File: src/rtl/evm_pkg.sv
// evm_pkg: shared widths, FSM state encodings and button helpers for the EVM ballot controller.
// The optional debounce stage in evm_button_sync is enabled by defining EVM_DEBOUNCE_EN.
package evm_pkg;

    localparam int NUM_PARTIES = 4;
    localparam int PARTY_W     = 2;
    localparam int VOTE_CNT_W  = 7;
    localparam int OFFICER_W   = 4;

    localparam logic [2:0] ST_PRE     = 3'd0;
    localparam logic [2:0] ST_OPEN    = 3'd1;
    localparam logic [2:0] ST_ARMED   = 3'd2;
    localparam logic [2:0] ST_CAST    = 3'd3;
    localparam logic [2:0] ST_RELEASE = 3'd4;
    localparam logic [2:0] ST_RESULT  = 3'd5;

    // Bit positions of the officer inputs inside the shared synchronizer vector.
    typedef enum int {
        OFF_OPEN  = 0,
        OFF_ISSUE = 1,
        OFF_CLOSE = 2,
        OFF_CLEAR = 3
    } officer_bit_e;

    function automatic logic [PARTY_W-1:0] onehot_to_idx(input logic [NUM_PARTIES-1:0] oh);
        logic [PARTY_W-1:0] idx;
        idx = '0;
        for (int i = 0; i < NUM_PARTIES; i++) begin
            if (oh[i]) idx = PARTY_W'(i);
        end
        return idx;
    endfunction

    function automatic logic is_onehot(input logic [NUM_PARTIES-1:0] v);
        return $countones(v) == 1;
    endfunction

    function automatic logic is_multi(input logic [NUM_PARTIES-1:0] v);
        return $countones(v) > 1;
    endfunction

endpackage

File: src/rtl/evm_button_sync.sv
// evm_button_sync: per-bit two-flop synchronizer for asynchronous front-panel inputs.
// With EVM_DEBOUNCE_EN defined, an output only follows the input after DEBOUNCE_CYCLES stable samples.
module evm_button_sync #(
    parameter int WIDTH           = 4,
    parameter int DEBOUNCE_CYCLES = 4
) (
    input  logic             clk,
    input  logic             rst_n,
    input  logic [WIDTH-1:0] async_i,
    output logic [WIDTH-1:0] sync_o
);

    logic [WIDTH-1:0] meta_q;
    logic [WIDTH-1:0] sync_q;

    always_ff @(posedge clk or negedge rst_n) begin
        if (!rst_n) begin
            meta_q <= '0;
            sync_q <= '0;
        end else begin
            meta_q <= async_i;
            sync_q <= meta_q;
        end
    end

    if (DEBOUNCE_CYCLES < 1) begin : g_bad_debounce
        $error("evm_button_sync: DEBOUNCE_CYCLES must be at least 1");
    end

`ifdef EVM_DEBOUNCE_EN
    localparam int CNT_W = $clog2(DEBOUNCE_CYCLES + 1);
    localparam logic [CNT_W-1:0] CNT_LOAD = CNT_W'(DEBOUNCE_CYCLES - 1);

    logic [CNT_W-1:0] cnt_q [WIDTH];
    logic [WIDTH-1:0] stable_q;

    // Down-counter per bit restarts whenever the sample agrees with the accepted level.
    always_ff @(posedge clk or negedge rst_n) begin
        if (!rst_n) begin
            stable_q <= '0;
            for (int i = 0; i < WIDTH; i++) cnt_q[i] <= CNT_LOAD;
        end else begin
            for (int i = 0; i < WIDTH; i++) begin
                if (sync_q[i] == stable_q[i]) begin
                    cnt_q[i] <= CNT_LOAD;
                end else if (cnt_q[i] == '0) begin
                    stable_q[i] <= sync_q[i];
                    cnt_q[i]    <= CNT_LOAD;
                end else begin
                    cnt_q[i] <= cnt_q[i] - CNT_W'(1);
                end
            end
        end
    end

    assign sync_o = stable_q;
`else
    assign sync_o = sync_q;
`endif

endmodule

File: src/rtl/evm_ballot_controller.sv
// evm_ballot_controller: presiding-officer/voter sequencer driving the EVM vote counter.
// Optional button debounce is selected with the EVM_DEBOUNCE_EN macro (see evm_button_sync).
//
//   state   | meaning
//   PRE     | poll not yet opened; counts may be cleared
//   OPEN    | waiting for the officer to issue a ballot or close the poll
//   ARMED   | ballot issued, voter lamp on, waiting for exactly one button
//   CAST    | one-cycle count enable to the counter
//   RELEASE | waiting for every button to be released
//   RESULT  | poll closed, counter shows the result
module evm_ballot_controller
    import evm_pkg::*;
#(
    parameter int TIMEOUT_CYCLES  = 1000,
    parameter int MAX_VOTERS      = 127,
    parameter int DEBOUNCE_CYCLES = 4
) (
    input  logic                   clk,
    input  logic                   reset,
    input  logic                   open_poll,
    input  logic                   ballot_issue,
    input  logic                   close_poll,
    input  logic                   clear_req,
    input  logic [NUM_PARTIES-1:0] party_btn,
    output logic                   mode,
    output logic                   control,
    output logic [PARTY_W-1:0]     incr_party_vote,
    output logic                   show_result,
    output logic                   system_reset,
    output logic                   ballot_ready,
    output logic [VOTE_CNT_W-1:0]  voters_served,
    output logic                   poll_full,
    output logic                   timeout_err,
    output logic                   multi_press_err
);

    localparam int TMR_W = $clog2(TIMEOUT_CYCLES + 1);
    localparam logic [TMR_W-1:0]      TMR_LOAD = TMR_W'(TIMEOUT_CYCLES - 1);
    localparam logic [VOTE_CNT_W-1:0] MAX_V    = VOTE_CNT_W'(MAX_VOTERS);

    logic [NUM_PARTIES-1:0] btn_s;
    logic [OFFICER_W-1:0]   off_s;
    logic [OFFICER_W-1:0]   off_q;
    logic [OFFICER_W-1:0]   off_rise;

    logic [2:0]            state_q,  state_d;
    logic [TMR_W-1:0]      timer_q,  timer_d;
    logic [PARTY_W-1:0]    idx_q,    idx_d;
    logic [VOTE_CNT_W-1:0] served_q, served_d;
    logic                  tmo_q,    tmo_d;
    logic                  multi_q,  multi_d;
    logic                  sysrst_q, sysrst_d;
    logic                  rdy_q,    rdy_d;

    evm_button_sync #(
        .WIDTH          (NUM_PARTIES),
        .DEBOUNCE_CYCLES(DEBOUNCE_CYCLES)
    ) u_btn_sync (
        .clk    (clk),
        .rst_n  (reset),
        .async_i(party_btn),
        .sync_o (btn_s)
    );

    evm_button_sync #(
        .WIDTH          (OFFICER_W),
        .DEBOUNCE_CYCLES(DEBOUNCE_CYCLES)
    ) u_off_sync (
        .clk    (clk),
        .rst_n  (reset),
        .async_i({clear_req, close_poll, ballot_issue, open_poll}),
        .sync_o (off_s)
    );

    assign off_rise = off_s & ~off_q;

    always_comb begin
        state_d  = state_q;
        timer_d  = timer_q;
        idx_d    = idx_q;
        served_d = served_q;
        tmo_d    = tmo_q;
        multi_d  = multi_q;
        sysrst_d = 1'b0;
        rdy_d    = rdy_q;
        case (state_q)
            ST_PRE: begin
                if (off_rise[OFF_CLEAR]) begin
                    sysrst_d = 1'b1;
                    served_d = '0;
                end else if (off_rise[OFF_OPEN]) begin
                    state_d = ST_OPEN;
                end
            end
            ST_OPEN: begin
                if (off_rise[OFF_CLOSE]) begin
                    state_d = ST_RESULT;
                end else if (off_rise[OFF_ISSUE] && !poll_full) begin
                    state_d = ST_ARMED;
                    timer_d = TMR_LOAD;
                    tmo_d   = 1'b0;
                    multi_d = 1'b0;
                    // A button already held at issue time must be released before it can vote.
                    rdy_d   = (btn_s == '0);
                end
            end
            ST_ARMED: begin
                if (is_multi(btn_s)) multi_d = 1'b1;
                if (btn_s == '0) begin
                    rdy_d = 1'b1;
                end else if (is_multi(btn_s)) begin
                    rdy_d = 1'b0;
                end
                if (rdy_q && is_onehot(btn_s)) begin
                    state_d = ST_CAST;
                    idx_d   = onehot_to_idx(btn_s);
                end else if (timer_q == '0) begin
                    state_d = ST_OPEN;
                    tmo_d   = 1'b1;
                end else begin
                    timer_d = timer_q - TMR_W'(1);
                end
            end
            ST_CAST: begin
                if (served_q != MAX_V) served_d = served_q + VOTE_CNT_W'(1);
                state_d = ST_RELEASE;
            end
            ST_RELEASE: begin
                if (btn_s == '0) state_d = ST_OPEN;
            end
            ST_RESULT: begin
                if (off_rise[OFF_CLEAR]) begin
                    sysrst_d = 1'b1;
                    served_d = '0;
                    state_d  = ST_PRE;
                end
            end
            default: state_d = ST_PRE;
        endcase
    end

    always_ff @(posedge clk or negedge reset) begin
        if (!reset) begin
            state_q  <= ST_PRE;
            timer_q  <= '0;
            idx_q    <= '0;
            served_q <= '0;
            tmo_q    <= 1'b0;
            multi_q  <= 1'b0;
            sysrst_q <= 1'b0;
            rdy_q    <= 1'b0;
            off_q    <= '0;
        end else begin
            state_q  <= state_d;
            timer_q  <= timer_d;
            idx_q    <= idx_d;
            served_q <= served_d;
            tmo_q    <= tmo_d;
            multi_q  <= multi_d;
            sysrst_q <= sysrst_d;
            rdy_q    <= rdy_d;
            off_q    <= off_s;
        end
    end

    assign mode            = (state_q != ST_RESULT);
    assign control         = (state_q == ST_CAST);
    assign incr_party_vote = control ? idx_q : '0;
    assign show_result     = (state_q == ST_RESULT);
    assign system_reset    = sysrst_q;
    assign ballot_ready    = (state_q == ST_ARMED);
    assign voters_served   = served_q;
    assign poll_full       = (served_q == MAX_V);
    assign timeout_err     = tmo_q;
    assign multi_press_err = multi_q;

endmodule

File: config.mk
export PLATFORM = sky130hd
export DESIGN_NAME = evm_ballot_controller
export DESIGN_NICKNAME = d
export VERILOG_FILES = /design/src/rtl/evm_pkg.sv /design/src/rtl/evm_button_sync.sv /design/src/rtl/evm_ballot_controller.sv
export SDC_FILE = /design/constraint.sdc
export NUM_CORES = 1
export LEC_CHECK = 0
export CORE_MARGIN = 4
export CORE_UTILIZATION = 40
export DETAILED_ROUTE_END_ITERATION = 12
export HOLD_SLACK_MARGIN = 0.15
export PLACE_DENSITY = 0.69
export SKIP_CTS_REPAIR_TIMING = 1
export SYNTH_ARGS = -nofsm -noshare
export SYNTH_HDL_FRONTEND = slang
export SYNTH_SLANG_ARGS = --single-unit
File: constraint.sdc
create_clock -name clk -period 2.9 [get_ports clk]
set_input_delay 0.58 -clock clk [delete_from_list [all_inputs] [get_ports clk]]
set_output_delay 0.58 -clock clk [all_outputs]
set_load 0.05 [all_outputs]
==> metrics <==
grt ovf=0; initial antenna violation count=0; largest family of logic cells by synthesized area=simple AND/OR/NAND/NOR gates; Worst setup EP type=output port; simple-gate share of the synthesized area=0.191; Synth Instances=approximately 190; PD cells=a little under 800 nW/um^2; Pins Over Slew Limit=0; RR Endpoint=timer_q[9]; antenna-violating nets left=0; Power Total=slightly below 2 mW; asr flop ratio synth=1.00; VDD IR max=roughly 300 uV; synth cell count leaders=46 x dfrtp_1, 16 x nor2_1, 14 x inv_1; CTS Buf Count=5; max_slew headroom=0.353; EDFF count, synth=0; vias per cell=approximately 5.2; syn_nets=~210; Fin. Hold Viols=0; R2R depth=10; Die W=roughly 80 um; Distinct cells, synth=45; Root Buffer=clkbuf_8; # IOs=27; first-pass detailed-route iteration total=6; wire length per cell=about 13 um; # port buffers=26; H-tree depth=2; Antenna diodes=0; clock transition at the registers of the reported paths=0.08 ns; Initial Utilization=0.427; R2R setup slack=0.39 ns; clk_skew=0.00752 ns; clk sinks=between 40 and 50; Req. time, crit path=approximately 2.3 ns; XOR/XNOR Fraction of Synth Area=0.0210; core box area=4880 sq um; synth top area cells=dfrtp_1 55%, ha_1 3.6%, nor2_1 2.9%; largest net degree at the start of global routing=47; Hold Path End=u_off_sync.sync_o[1]; total of max-cap violations=0; Critical R2R Launch=u_btn_sync.sync_o[1]; Area Overhead vs Synth=20.0%; Synth Area in Compound Gates=0.144; first-pass GRT wire length=roughly 6500 um; nets@finish=between 200 and 250; Final Util=0.512; post-synthesis adder-cell area fraction=0.0457; number of remaining DRC errors=0; drt total wl=3720 um; yosys warns=0; Leak Pwr=around 1.1 nW; unrepaired setup endpoints after global routing=no; Setup violations, final=0; setup tns final=0 ns; startpoint types=flip-flop; status=finished clean; top-count cell post-synth=dfrtp_1; Post-Syn Area=between 2000 and 2500 sq um; post-DP HPWL=roughly 2700 um; vias=around 1,500; Crit Path Class=reg2out; FF+latch count, synth=46; multiplexer share of the synthesized area=0.00541; hold path cells=0; register area share after synthesis=0.553; Primary FF master, synth=dfrtp_1; vias in the first global route=approximately 1,400; Longest Clk Path Bufs=2; Die H=80.1 um; Worst Path Max Fanout=11; Arr. time, crit path=roughly 2.2 ns; Synth top area share=0.553; layout cells sized above 1=0.0852; Tcrit/Tclk final=0.947; Synth area leader=dfrtp_1; row cnt=25; die area=6420 sq um; worst hold path type=reg2reg; clock insertion delay at the later pin of the skew report=approximately 0.30 ns; Final Wtd Congestion=~0.8; TritonCTS clock tree=done; Worst Tran Pin Value=a little under 1 ns; hold path start=u_off_sync.meta_q[1]; Iteration-0 DRC Markers=56; fin crit period=between 2 and 3 ns; Synth Area per Inst=between 10 and 15 sq um; Total GRT Usage=0.129; f_max=between 300 and 400 MHz
==> worst max path at each step <==
stage | to | cells past startpoint | slack, ns | from
after floorplan | timer_q[3] | 10 | 0.50 | u_btn_sync.sync_o[1]
after global placement | timer_q[2] | 10 | 0.48 | u_btn_sync.sync_o[1]
after detailed placement | timer_q[9] | 10 | 0.38 | u_btn_sync.sync_o[1]
after CTS | incr_party_vote[1] | 3 | 0.15 | state_q[2]
after global routing | incr_party_vote[0] | 3 | 0.06 | state_q[2]
final | incr_party_vote[1] | 3 | 0.15 | state_q[2]
==> sequential cells by signal (all words and copies together), names as in the netlist <==
register           flops
voters_served          7
off_q                  4
multi_press_err        1
u_btn_sync.meta_q      4
idx_q                  2
u_off_sync.meta_q      4
timeout_err            1
u_btn_sync.sync_o      4
timer_q               10
u_off_sync.sync_o      4
rdy_q                  1
state_q                3
system_reset           1
==> per-stage QoR <==
stage / instance area, sq um / worst slack [ns] / hold slack, ns / instances
floorplan: 2080 / 0.502 / 0.284 / 192
global placement: 2410 / 0.485 / 0.331 / 282
detailed placement: 2410 / 0.379 / 0.336 / 282
CTS: 2500 / 0.152 / 0.352 / 290
global route: 2500 / 0.0572 / 0.360 / 290
finish: 2500 / 0.154 / 0.350 / 290
==> area by class of cell <==
cell class	count	area (sq um)
fillers	461	2380
clock inverters	1	5.00
flip-flops and latches	46	1150
well taps	67	83.8
inverters	14	52.6
multi-input cells	127	848
clock buffers	7	86.3
repair buffers	28	270
==> layer usage <==
layer,track usage,vias up,wire (um)
met3,0.0448,7,196
met4,0.0439,0,46
met1,0.162,731,1690
li1,-,746,-
met2,0.208,35,1790
met5,0,-,0
==> power by group <==
group          internal, mW  switching, mW
Clock                 0.192          0.203
Sequential            0.766          0.141
Combinational         0.253          0.426
Total                  1.21          0.770
==> cells in the final DEF, fill, tap and decap left out, types with 5 or more instances in the layout <==
master            n
xnor2_1           5
and4_1            6
dfrtp_1          46
nand3_1           8
and2_1            5
o22ai_1           7
inv_1            14
nand2_1          12
a31oi_1           6
a21oi_1           9
clkbuf_8          6
nor2_1           16
ha_1              6
clkdlybuf4s50_1  25
o21ai_0           5
==> critical path, cell delays in order, from the launching register on <==
cell	delay (ns)
dfrtp_1	0.52
and3b_1	0.38
and2_1	0.17
clkdlybuf4s50_1	0.81
==> logic make-up (layout without fill, tap and decap cells) <==
| group | Yosys count | in the layout |
|---|---|---|
| XOR/XNOR | 5 | 5 |
| AO/OA/AOI/OAI | 46 | 46 |
| flip-flops | 46 | 46 |
| adder cells (fa/ha/maj) | 7 | 7 |
| multiplexers | 1 | 1 |
| buffers and inverters | 19 | 50 |
| AND/OR/NAND/NOR | 68 | 68 |
(Power assumes the default switching activity.)
